<file path="config.mk">
export PLATFORM = sky130hd
export DESIGN_NAME = uart_rx_byte_toggle
export DESIGN_NICKNAME = d
export VERILOG_FILES = /design/src/rtl/uart_rx_byte_toggle.sv
export SDC_FILE = /design/constraint.sdc
export NUM_CORES = 1
export LEC_CHECK = 0
export ABC_CLOCK_PERIOD_IN_PS = 2800
export CELL_PAD_IN_SITES_DETAIL_PLACEMENT = 0
export CELL_PAD_IN_SITES_GLOBAL_PLACEMENT = 1
export CORE_MARGIN = 3
export CORE_UTILIZATION = 46
export CTS_BUF_LIST = sky130_fd_sc_hd__clkbuf_4 sky130_fd_sc_hd__clkbuf_8 sky130_fd_sc_hd__clkbuf_16
export CTS_CLUSTER_SIZE = 14
export DETAILED_ROUTE_END_ITERATION = 6
export GPL_TIMING_DRIVEN = 0
export PLACE_DENSITY_LB_ADDON = 0.05
export SLEW_MARGIN = 0
export SYNTH_ARGS = -nofsm -noshare
export SYNTH_HDL_FRONTEND = slang
export SYNTH_SLANG_ARGS = --single-unit
</file>
<file path="constraint.sdc">
create_clock -name clk -period 2.8 [get_ports clk]
set_input_delay 0.42 -clock clk [delete_from_list [all_inputs] [get_ports clk]]
set_output_delay 0.42 -clock clk [all_outputs]
set_load 0.05 [all_outputs]
</file>
<file path="src/rtl/uart_rx_byte_toggle.sv">
// 8N1 UART receiver, LSB first. Each correctly framed byte is loaded into
// ascii_data and announced by inverting received_toggle_signal on the same edge.
module uart_rx_byte_toggle #(
    parameter int CLKS_PER_BIT = 434
) (
    input  logic       clk,
    input  logic       rst,
    input  logic       rxd,
    output logic [7:0] ascii_data,
    output logic       received_toggle_signal,
    output logic       framing_error,
    output logic       rx_busy
);

    localparam int CNT_W = $clog2(CLKS_PER_BIT);
    localparam logic [CNT_W-1:0] HALF_LAST = CNT_W'(CLKS_PER_BIT / 2 - 1);
    localparam logic [CNT_W-1:0] BIT_LAST  = CNT_W'(CLKS_PER_BIT - 1);

    typedef enum logic [2:0] {
        IDLE,
        START,
        DATA,
        STOP,
        WAIT_IDLE
    } state_t;

    logic [1:0]       sync_reg;
    logic             rxd_s;
    state_t           state_reg;
    logic [CNT_W-1:0] clk_cnt_reg;
    logic [2:0]       bit_cnt_reg;
    logic [7:0]       shift_reg;
    logic [7:0]       ascii_data_reg;
    logic             toggle_reg;
    logic             framing_error_reg;
    logic             rx_busy_reg;

    // Two-flop synchronizer; reset to 1 so an idle line is assumed.
    always_ff @(posedge clk) begin
        if (rst) begin
            sync_reg <= 2'b11;
        end else begin
            sync_reg <= {sync_reg[0], rxd};
        end
    end

    assign rxd_s = sync_reg[1];

    always_ff @(posedge clk) begin
        if (rst) begin
            state_reg         <= IDLE;
            clk_cnt_reg       <= '0;
            bit_cnt_reg       <= '0;
            shift_reg         <= '0;
            ascii_data_reg    <= '0;
            toggle_reg        <= 1'b0;
            framing_error_reg <= 1'b0;
            rx_busy_reg       <= 1'b0;
        end else begin
            framing_error_reg <= 1'b0;
            case (state_reg)
                IDLE: begin
                    if (!rxd_s) begin
                        state_reg   <= START;
                        clk_cnt_reg <= '0;
                        bit_cnt_reg <= '0;
                        rx_busy_reg <= 1'b1;
                    end
                end
                START: begin
                    if (clk_cnt_reg == HALF_LAST) begin
                        clk_cnt_reg <= '0;
                        if (!rxd_s) begin
                            state_reg <= DATA;
                        end else begin
                            state_reg   <= IDLE;
                            rx_busy_reg <= 1'b0;
                        end
                    end else begin
                        clk_cnt_reg <= clk_cnt_reg + CNT_W'(1);
                    end
                end
                DATA: begin
                    if (clk_cnt_reg == BIT_LAST) begin
                        clk_cnt_reg <= '0;
                        shift_reg   <= {rxd_s, shift_reg[7:1]};
                        bit_cnt_reg <= bit_cnt_reg + 3'd1;
                        if (bit_cnt_reg == 3'd7) begin
                            state_reg <= STOP;
                        end
                    end else begin
                        clk_cnt_reg <= clk_cnt_reg + CNT_W'(1);
                    end
                end
                STOP: begin
                    if (clk_cnt_reg == BIT_LAST) begin
                        clk_cnt_reg <= '0;
                        if (rxd_s) begin
                            // Returning at mid-stop-bit leaves half a bit to catch the next start.
                            ascii_data_reg <= shift_reg;
                            toggle_reg     <= ~toggle_reg;
                            state_reg      <= IDLE;
                            rx_busy_reg    <= 1'b0;
                        end else begin
                            framing_error_reg <= 1'b1;
                            state_reg         <= WAIT_IDLE;
                        end
                    end else begin
                        clk_cnt_reg <= clk_cnt_reg + CNT_W'(1);
                    end
                end
                WAIT_IDLE: begin
                    if (rxd_s) begin
                        state_reg   <= IDLE;
                        rx_busy_reg <= 1'b0;
                    end
                end
                default: begin
                    state_reg   <= IDLE;
                    rx_busy_reg <= 1'b0;
                end
            endcase
        end
    end

    assign ascii_data             = ascii_data_reg;
    assign received_toggle_signal = toggle_reg;
    assign framing_error          = framing_error_reg;
    assign rx_busy                = rx_busy_reg;

endmodule

</file>
* After elaboration in Yosys (flattened, before gate mapping) *
Cells that the tools add are included.

word-level totals
  register bits = 36
  bits of input ports = 3
  output and inout bits = 11

cells by class
  bitwise operators = 4
  mux-type cells = 22
  add/sub/neg operators = 2
  equal/unequal tests = 13
  reductions and logical operators = 11

operators by type and width
  operator                                                               count
  3-bit 2-to-1 mux                                                       9
  9-bit 2-to-1 mux                                                       3
  9-bit case mux with 3 select lines                                     1
  3-bit case mux with 5 select lines                                     1
  2-bit != test, second input constant                                   6
  9-bit by 1-bit adder with 9-bit output, second input constant          1
  9-bit by 8-bit equality test with 1-bit output, second input constant  1
  9-bit equality test, second input constant                             1
  3-bit by 2-bit equality test with 1-bit output, second input constant  2
  3-bit equality test, second input constant                             2
  3-bit case mux with 2 select lines                                     1
  3-bit AND reduction                                                    2
  6-bit AND reduction                                                    1
  1-bit 2-to-1 mux                                                       5
  1-bit case mux with 5 select lines                                     1
  1-bit inverter                                                         4
  2-bit AND reduction                                                    2
  4-bit AND reduction                                                    1
  3-bit by 1-bit adder with 3-bit output, second input constant          1
  3-bit by 1-bit equality test with 1-bit output, second input constant  1
  3-bit zero test                                                        1
  3-bit nonzero test                                                     1
  3-bit OR reduction                                                     1
  2-bit 2-to-1 mux                                                       1
  other kinds (2)                                                        2

* Depth between registers and ports, before layout *
Gate-level depths: netlist of run 1.

  depth after elaboration = 4
  gate-level depth with buffers = 8
  gate-level depth less buffers = 7

* Worst setup path before layout of run 1 *
No wires, ideal clock.

  path type = register -> register
  start = register clk_cnt_reg[0]
  end = register clk_cnt_reg[1]
  buffers on the path = 1
  setup time = 0.128 ns
  arrival time = 1.522 ns
  cell stages (with the launch flop) = 8
  setup slack = 1.151 ns
  cells stage by stage = dfxtp_1 ha_1 nand4b_1 nor3b_4 o2bb2ai_1 buf_2 a22oi_1 nor2_1

between the ends
  word-level cells in the longest chain between the ends = 3

ends and longest elaborated chain
  item                                                                  RTL line     text
  from (decl)                                                           30           logic [CNT_W-1:0] clk_cnt_reg;
  from (signal assigned)                                                80           clk_cnt_reg <= clk_cnt_reg + CNT_W'(1);
  from (signal assigned)                                                92           clk_cnt_reg <= clk_cnt_reg + CNT_W'(1);
  from (signal assigned)                                                109          clk_cnt_reg <= clk_cnt_reg + CNT_W'(1);
  9-bit by 1-bit adder with 9-bit output, or another cell as far along  80, 92, 109
  9-bit 2-to-1 mux (on tied branches)                                   84, 96, 71
  9-bit case mux with 3 select lines (*)                                61           case (state_reg)

Mark *: on every way between the ends. The rest lies on a longest branch, timed or not.
A chain may end at the register's enable or synchronous reset.

* Worst setup path in the final report of run 1 *
  start = register clk_cnt_reg[0]
  end = register clk_cnt_reg[7]

The elaborated chain is that of the path after synthesis.

==> results.yml, run 1 <==
run_status:
  status: "finished clean"
placed_design:
  hpwl_um: 2486
  io_buffers: 13
  place_congestion: 0.8334
setup_path:
  critPathCaptureType: "flop"
  setup.worst_path.start: "clk_cnt_reg[0]"
  r2r_slack_ns: 0.84
  worstPathRequired_ns: 2.97
  critPathMaxFanout: 10
  r2r-end: "clk_cnt_reg[7]"
  timing.rr.start: "clk_cnt_reg[0]"
  worst_setup_path_start_kind: "flop"
  worst-setup-path-type: "flop to flop"
  crit_end: "clk_cnt_reg[7]"
  rr_worst_depth: 7
  cp.arrival_ns: 2.13
timing:
  clock_skew_ns: 0.004788
  period_minus_slack_ns: 1.961
  rsz0062_at_grt: "no"
  worst_pin_slew_ns: 0.5578
  fmax_mhz: 509.9
  drv_slew: 0
  fin_crit_sh_pct: 70.04
  setup_viol: 0
  tns_ns: 0
  slew_headroom_pct: 62.81
  hold_viol: 0
grt:
  grt_pass1_vias: 1355
  grt_pass1_wl_um: 6189
  grt_max_degree: 12
  gr-total-overflow: 0
  track_usage_pct: 18.31
  antenna_found_initial: 0
clocking:
  ctsHtreeMaxLevel: 2
  tritoncts: "done"
  cts_num_sinks: 36
  clockBufferDepth: 2
  clk_pin_slew_ns: 0.07
  postCtsHoldBufs: 0
  cts.repair.resized: 0
  cts_buffers: 5
  post_cts_buffers: 0
  cts_root_buffer: "clkbuf_8"
  clk_latency_ns: 0.28
route:
  ant_nets: 0
  drt_iter0_markers: 124
  vias: 1418
  drc: 0
  viasPerCell: 5.412
  wl_um: 3510
  avgRoutedWirePerCell_um: 13.40
  dr.pass1.iters: 4
final_layout:
  regArea_um2: 720.7
  final_common_cell: "dfxtp_1"
  nNetsFinal: 223
  multi_input_area_um2: 904.6
  nFillCells: 292
  drive_gt1_share_pct: 11.57
  area_delta_synth_final_pct: 17.64
  antennaDiodeCount: 0
  largest_register_ffs: 9
  mostFrequentLayoutCells: "dfxtp_1 (36), nand2_1 (32), nor2_1 (20)"
logic_synthesis:
  ys_top_cells_by_area: "dfxtp_1 (43%), nand2_1 (7.1%), mux2i_1 (5.9%)"
  synthesis.area_um2: 1695
  synthArstFlopShare_pct: 0
  synth_nets: 203
  yosys_warnings: 0
  syn_area_per_cell_um2: 8.694
  synth_cells: 195
  synth_top_area_share_pct: 42.51
  synth_cell_types: 43
  synth_top_cell_by_area: "dfxtp_1"
  synth_edf_count: 0
  ys_seq_area_share_pct: 42.51
  ys.flop_type: "dfxtp_1"
  ys_seq_elements: 36
die:
  die_area_um2: 4450
  pin_count: 14
  fp.coreArea_um2: 3442
  die_h_um: 66.71
  rows: 21
  start_util_pct: 49.25
  die_w_um: 66.71
power:
  power.total_mw: 1.025
  leakage_nw: 0.7708
  p_per_area_nw_per_um2: 513.8
  vdd_drop_max_uv: 458.7
min_path:
  hold_class: "flop to flop"
job:
  drv_cap: 0
==> kinds of logic after synthesis <==
group	after synthesis	share of synthesized area, %
multiplexers	10	5.904
buffers and inverters	14	4.133
AO/OA/AOI/OAI	37	14.54
adder cells (fa/ha/maj)	5	3.690
flip-flops	36	42.51
XOR/XNOR	2	1.033
AND/OR/NAND/NOR	91	28.19
==> power by group <==
| part | total (mW) | switching [mW] | internal [mW] |
|---|---|---|---|
| logic | 0.0470 | 0.0314 | 0.0157 |
| registers | 0.518 | 0.00269 | 0.516 |
| clock network | 0.460 | 0.186 | 0.274 |
| total | 1.02 | 0.220 | 0.805 |
==> through the flow <==
step           hold WS, ns  util [%]  setup slack, ns  cell area [µm²]  instances
2_1_floorplan       0.3895         -            1.151             1695        195
3_3_place_gp        0.3918     54.71           0.7736             1883        254
3_5_place_dp        0.4033     54.71           0.7820             1883        254
4_1_cts             0.4180     57.94           0.8431             1994        262
5_1_grt             0.4372     57.94           0.6473             1994        262
6_report            0.4144     57.94           0.8388             1994        262
==> layer usage <==
layer,up-vias,global-route usage [%],part of all wire [%]
met5,-,0,0
met1,660,24.20,49
met2,29,28.34,46
met3,2,5.396,4.5
met4,0,6.091,0.51
li1,727,-,-
==> cells in the mapped netlist, drive strengths merged (3+ instances only) <==
library cell / number
o21ai: 5
nor3: 3
dfxtp: 36
nor2: 20
buf: 4
nor4: 3
nand2: 32
clkbuf: 8
nand2b: 4
ha: 5
a31oi: 6
nand3b: 3
and3: 3
a21oi: 13
nand3: 9
or2: 3
mux2i: 10
nand4: 4
==> critical path: stages (launching register included) <==
cell and delay (ns):
dfxtp_1 0.45, ha_1 0.18, nand4b_1 0.19, nor3b_4 0.38, o2bb2ai_1 0.17, buf_2 0.21, a32oi_1 0.16, o21ai_0 0.10
==> worst min-delay path by stage <==
stage                 from           to  slack [ns]  cells after the start
6_report       sync_reg[0]  sync_reg[1]        0.41                      1
5_1_grt        sync_reg[0]  sync_reg[1]        0.44                      1
4_1_cts        sync_reg[0]  sync_reg[1]        0.42                      1
3_5_place_dp   sync_reg[0]  sync_reg[1]        0.40                      1
3_3_place_gp   sync_reg[0]  sync_reg[1]        0.39                      1
2_1_floorplan  sync_reg[0]  sync_reg[1]        0.39                      1
==> cell type report <==
| cell class | count | share of cell area [%] |
|---|---|---|
| Sequential cell | 36 | 36.14 |
| Clock inverter | 2 | 1.757 |
| Timing Repair Buffer | 13 | 6.524 |
| Inverter | 2 | 0.3764 |
| Multi-Input combinational cell | 145 | 45.36 |
| Buffer | 12 | 3.137 |
| Tap cell | 46 | 2.886 |
| Clock buffer | 6 | 3.827 |
No activity file was read; power rests on OpenSTA's default activity.
==> inputs of run 2 (changes only) <==
--- a/config.mk
+++ b/config.mk
@@ -5,11 +5,11 @@
 export SDC_FILE = /design/constraint.sdc
 export NUM_CORES = 1
 export LEC_CHECK = 0
-export ABC_CLOCK_PERIOD_IN_PS = 2800
+export ABC_CLOCK_PERIOD_IN_PS = 1670
 export CELL_PAD_IN_SITES_DETAIL_PLACEMENT = 0
 export CELL_PAD_IN_SITES_GLOBAL_PLACEMENT = 1
 export CORE_MARGIN = 3
-export CORE_UTILIZATION = 46
+export CORE_UTILIZATION = 39
 export CTS_BUF_LIST = sky130_fd_sc_hd__clkbuf_4 sky130_fd_sc_hd__clkbuf_8 sky130_fd_sc_hd__clkbuf_16
 export CTS_CLUSTER_SIZE = 14
 export DETAILED_ROUTE_END_ITERATION = 6
==> constraint.sdc (replaced) <==
create_clock -name clk -period 1.67 [get_ports clk]
set_input_delay 0.2505 -clock clk [delete_from_list [all_inputs] [get_ports clk]]
set_output_delay 0.2505 -clock clk [all_outputs]
set_load 0.05 [all_outputs]
==> run 2 against run 1 <==
Against the previous run: the flow now finishes with violations (setup timing); final area up 13%; register-to-register slack worse by 0.94 ns; sequential cell count unchanged; setup slack worse by 0.94 ns; largest cell class unchanged; highest routed layer unchanged.
==> results.yml, run 2 (synthesis gave the netlist of run 1 again) <==
run_status:
  status: "finished with violations"
  violations: "setup timing"
clocking:
  postCtsHoldBufs: 0
  ctsHtreeMaxLevel: 2
  cts_num_sinks: 36
  clockBufferDepth: 2
  cts_root_buffer: "clkbuf_8"
  clk_pin_slew_ns: 0.08
  tritoncts: "done"
  clk_latency_ns: 0.29
  cts_buffers: 5
die:
  fp.coreArea_um2: 4086
  rows: 23
  die_w_um: 71.93
  start_util_pct: 41.49
  pin_count: 14
  die_h_um: 71.93
  die_area_um2: 5174
job:
  drv_cap: 0
setup_path:
  crit_buf_inv: 3
  critPathMaxFanout: 5
  worst-setup-path-type: "flop to flop"
  max_stage_delay_ns: 0.35
  crit_chain: "inv_4 -> ha_4 -> nand4b_1 -> nor3b_4 -> buf_4 -> and3_4 -> clkbuf_16 -> nand2_1 -> a21oi_2"
  critPathCaptureType: "flop"
  critPathSlowestCell: "dfxtp_4"
  cp.arrival_ns: 1.99
  worst_setup_path_start_kind: "flop"
  cp_top_family: "simple AND/OR/NAND/NOR gates"
  worstPathRequired_ns: 1.89
final_layout:
  antennaDiodeCount: 0
  area_delta_synth_final_pct: 32.55
  largest_register_ffs: 9
  final_common_cell: "dfxtp_1"
  design_area_um2: 2247
  nNetsFinal: 235
  mostFrequentLayoutCells: "dfxtp_1 (33), nand2_1 (26), nor2_1 (20)"
  drive_gt1_share_pct: 28.07
power:
  leakage_nw: 0.9018
  power.total_mw: 1.596
  vdd_drop_max_uv: 482.3
  p_per_area_nw_per_um2: 710.4
timing:
  fin_ws_ns: -0.1056
  clock_skew_ns: 0.005456
  setup_viol: 28
  drv_slew: 0
  fin_crit_sh_pct: 106.3
  worst_pin_slew_ns: 0.6408
  tns_ns: -1.801
  rsz0062_at_grt: "yes"
  hold_viol: 0
  slew_headroom_pct: 57.28
  fmax_mhz: 563.2
  period_minus_slack_ns: 1.776
placed_design:
  place_congestion: 0.8206
  placed_area_um2: 1888
  io_buffers: 13
  post-place-ws_ns: -0.2922
  hpwl_um: 2519
grt:
  grt_pass1_wl_um: 6699
  track_usage_pct: 16.44
  gr-total-overflow: 0
  grt_max_degree: 13
  grt_pass1_vias: 1406
  antenna_found_initial: 0
route:
  viasPerCell: 5.500
  drc: 0
  ant_nets: 0
  vias: 1529
  avgRoutedWirePerCell_um: 14.88
  drt_iter0_markers: 131
  dr.pass1.iters: 4
  wl_um: 4137
min_path:
  hold_class: "flop to flop"
## run 2: where the power goes
group / total [mW] / internal (mW) / switching (mW) / leakage [nW]
Combinational: 0.0976 / 0.0364 / 0.0612 / 0.561
Clock: 0.630 / 0.291 / 0.339 / 0.0479
Sequential: 0.869 / 0.862 / 0.00716 / 0.293
Total: 1.60 / 1.19 / 0.407 / 0.902
## run 2: layer usage
| metal | GRT usage, % | up-vias | share of wire [%] |
|---|---|---|---|
| met5 | 0 | - | 0 |
| met4 | 5.428 | 0 | 1.2 |
| met3 | 4.848 | 7 | 4.0 |
| met2 | 26.94 | 30 | 49 |
| met1 | 20.74 | 740 | 45 |
| li1 | - | 752 | - |
## run 2: final cells by class
type / count / area, µm²
fillers: 362 / 1839
multi-input cells: 146 / 1049
flip-flops and latches: 36 / 729.5
repair buffers: 26 / 244.0
clock buffers: 5 / 68.82
plain buffers: 10 / 65.06
well taps: 50 / 62.56
clock inverters: 3 / 18.77
inverters: 2 / 10.01
## run 2: worst paths after layout
kind | cells after the start | slack, ns | to | start
setup / recovery | 9 | -0.11 | shift_reg[2] | clk_cnt_reg[1]
hold / removal | 1 | 0.41 | sync_reg[1] | sync_reg[0]
setup reg to reg | 9 | -0.11 | shift_reg[2] | clk_cnt_reg[1]
hold reg to reg | 1 | 0.41 | sync_reg[1] | sync_reg[0]
## run 2: timing repair
action                                 in CTS  in global routing
endpoints found under the hold margin       0                  0
cloned                                      2                  2
gates resized for setup                    34                 20
setup endpoints to repair                  42                 33
buffers inserted                            8                  2
pin swaps                                   5                 14
## run 2: through the flow
stage,hold WS [ns],utilization [%],std cells
final,0.4147,54.99,278
after global routing,0.4632,54.99,278
after CTS,0.4206,51.87,275
after detailed placement,0.4004,46.20,258
after global placement,0.3953,46.20,258
after floorplan,0.3543,-,195
==> inputs of run 3 (changes only) <==
--- a/config.mk
+++ b/config.mk
@@ -14,7 +14,7 @@
 export CTS_CLUSTER_SIZE = 14
 export DETAILED_ROUTE_END_ITERATION = 6
 export GPL_TIMING_DRIVEN = 0
-export PLACE_DENSITY_LB_ADDON = 0.05
+export PLACE_DENSITY_LB_ADDON = 0.1
 export SLEW_MARGIN = 0
 export SYNTH_ARGS = -nofsm -noshare
 export SYNTH_HDL_FRONTEND = slang
==> run 3 against run 2 <==
Against the previous run: the flow still finishes with violations (setup timing); register-to-register slack lost 0.09 ns; largest power group unchanged; cell count grew 0.72%; via count grew 1.3%; non-clock buffer count grew 2; die area is the same; hold slack gained 0.0017 ns; critical endpoint is now ascii_data[1].
==> results.yml, run 3 (synthesis gave the netlist of run 1 again) <==
run_status:
  status: "finished with violations"
  violations: "setup timing"
route:
  drt_iter0_markers: 109
  drc: 0
  ant_nets: 0
  wl_um: 4318
  viasPerCell: 5.532
  avgRoutedWirePerCell_um: 15.42
  vias: 1549
  dr.pass1.iters: 4
timing:
  setup_viol: 25
  rsz0062_at_grt: "yes"
  timing.hold.ws_ns: 0.4164
  drv_slew: 0
  fin_ws_ns: -0.1921
  fin_crit_sh_pct: 111.5
  clock_skew_ns: 0.002756
  worst_pin_slew_ns: 0.5304
  fmax_mhz: 537.0
  period_minus_slack_ns: 1.862
  slew_headroom_pct: 64.64
  hold_viol: 0
final_layout:
  largest_register_ffs: 9
  design_area_um2: 2374
  nFillCells: 374
  drive_gt1_share_pct: 33.91
  fin_cells: 280
  area_delta_synth_final_pct: 40.00
  mostFrequentLayoutCells: "dfxtp_1 (31), nand2_1 (23), nor2_1 (18)"
  antennaDiodeCount: 0
  nNetsFinal: 237
  final_common_cell: "dfxtp_1"
  fin_util_pct: 58.08
setup_path:
  rr_worst_depth: 7
  timing.rr.start: "clk_cnt_reg[4]"
  cp_top_family: "simple AND/OR/NAND/NOR gates"
  critPathSlowestCell: "dfxtp_1"
  worst_setup_path_start_kind: "flop"
  critPathCaptureType: "flop"
  max_stage_delay_ns: 0.45
  crit_chain: "and3b_2 -> nor3b_4 -> buf_6 -> nand4_1 -> buf_6 -> mux2i_2 -> nor2_1"
  cp.arrival_ns: 2.03
  worstPathRequired_ns: 1.83
  path_common_cell: "buf_6"
  critPathMaxFanout: 7
  r2r-end: "ascii_data[1]"
  crit_buf_inv: 2
  r2r_slack_ns: -0.19
  worst-setup-path-type: "flop to flop"
min_path:
  hp-start: "sync_reg[0]"
  worstHoldPathCells: 1
  hold_end: "sync_reg[1]"
  hold_class: "flop to flop"
clocking:
  ctsHtreeMaxLevel: 2
  tritoncts: "done"
  clk_pin_slew_ns: 0.07
  clk_latency_ns: 0.29
  cts_num_sinks: 36
  cts_root_buffer: "clkbuf_8"
  clockBufferDepth: 2
  cts_buffers: 5
grt:
  gr-total-overflow: 0
  grt_pass1_vias: 1450
  grt_pass1_wl_um: 6693
  track_usage_pct: 16.42
  grt_max_degree: 12
  antenna_found_initial: 0
power:
  swShare_pct: 22.22
  clockPowerShare_pct: 44.6
  power.total_mw: 1.747
  pwr-share-seq_pct: 49.7
  leakage_nw: 1.035
  netSwitchingPower_mw: 0.3882
  vdd_drop_max_uv: 396.7
  p_comb_share_pct: 5.8
  p_int_mw: 1.359
  p_per_area_nw_per_um2: 736.2
die:
  die_area_um2: 5174
  rows: 23
  die_h_um: 71.93
  fp.coreArea_um2: 4086
  start_util_pct: 41.49
  die_w_um: 71.93
  pin_count: 14
placed_design:
  hpwl_um: 2496
  place_congestion: 0.8546
  placed_area_um2: 1888
  place_inst: 258
  io_buffers: 13
job:
  drv_cap: 0
==> run 3: cell type report <==
type / count / area, µm² / area share [%]
Inverter: 2 / 10.01 / 0.4217
Clock inverter: 2 / 35.03 / 1.476
Sequential cell: 36 / 734.5 / 30.94
Tap cell: 50 / 62.56 / 2.636
Timing Repair Buffer: 28 / 267.8 / 11.28
Buffer: 10 / 66.31 / 2.794
Clock buffer: 6 / 76.32 / 3.216
Multi-Input combinational cell: 146 / 1121 / 47.23
==> run 3: per-layer routing <==
metal / up-vias / wire (µm) / global-route usage (%)
met5: - / 0 / 0
met4: 0 / 51 / 6.472
met3: 8 / 153 / 4.848
met2: 31 / 2111 / 26.22
met1: 748 / 2001 / 20.88
li1: 762 / - / -
==> run 3: repair_timing <==
action / 4_1_cts / 5_1_grt
setup buffers: 10 / 5
pin swaps: 10 / 21
gates resized for setup: 35 / 42
hold buffers: 0 / 0
endpoints found under the setup margin: 42 / 33
cloned: 3 / 1
==> run 3: worst max path at each step <==
stage                              start  slack [ns]  depth (start not counted)             end
final                     clk_cnt_reg[4]       -0.19                          7   ascii_data[1]
after global routing      clk_cnt_reg[1]       -0.30                          9   ascii_data[1]
after CTS                 clk_cnt_reg[1]       -0.14                          9   ascii_data[1]
after detailed placement  clk_cnt_reg[0]       -0.30                          7  clk_cnt_reg[7]
after global placement    clk_cnt_reg[0]       -0.28                          7  clk_cnt_reg[1]
after floorplan           clk_cnt_reg[0]        0.02                          7  clk_cnt_reg[1]
==> run 3: through the flow <==
stage / setup slack, ns / TNS [ns]
6_report: -0.1921 / -2.050
5_1_grt: -0.2988 / -3.885
4_1_cts: -0.1351 / -1.191
3_5_place_dp: -0.3007 / -7.017
3_3_place_gp: -0.2792 / -6.827
2_1_floorplan: 0.02061 / 0
==> run 3: power groups by stage <==
| stage | Clock, mW | Sequential, mW | Combinational, mW |
|---|---|---|---|
| after global placement | 0 | 0.888 | 0.0799 |
| after global routing | 0.844 | 0.869 | 0.109 |
| after CTS | 0.799 | 0.869 | 0.0891 |
| after detailed placement | 0 | 0.889 | 0.0801 |
| final | 0.778 | 0.868 | 0.101 |
| after floorplan | 0 | 0.892 | 0.0514 |
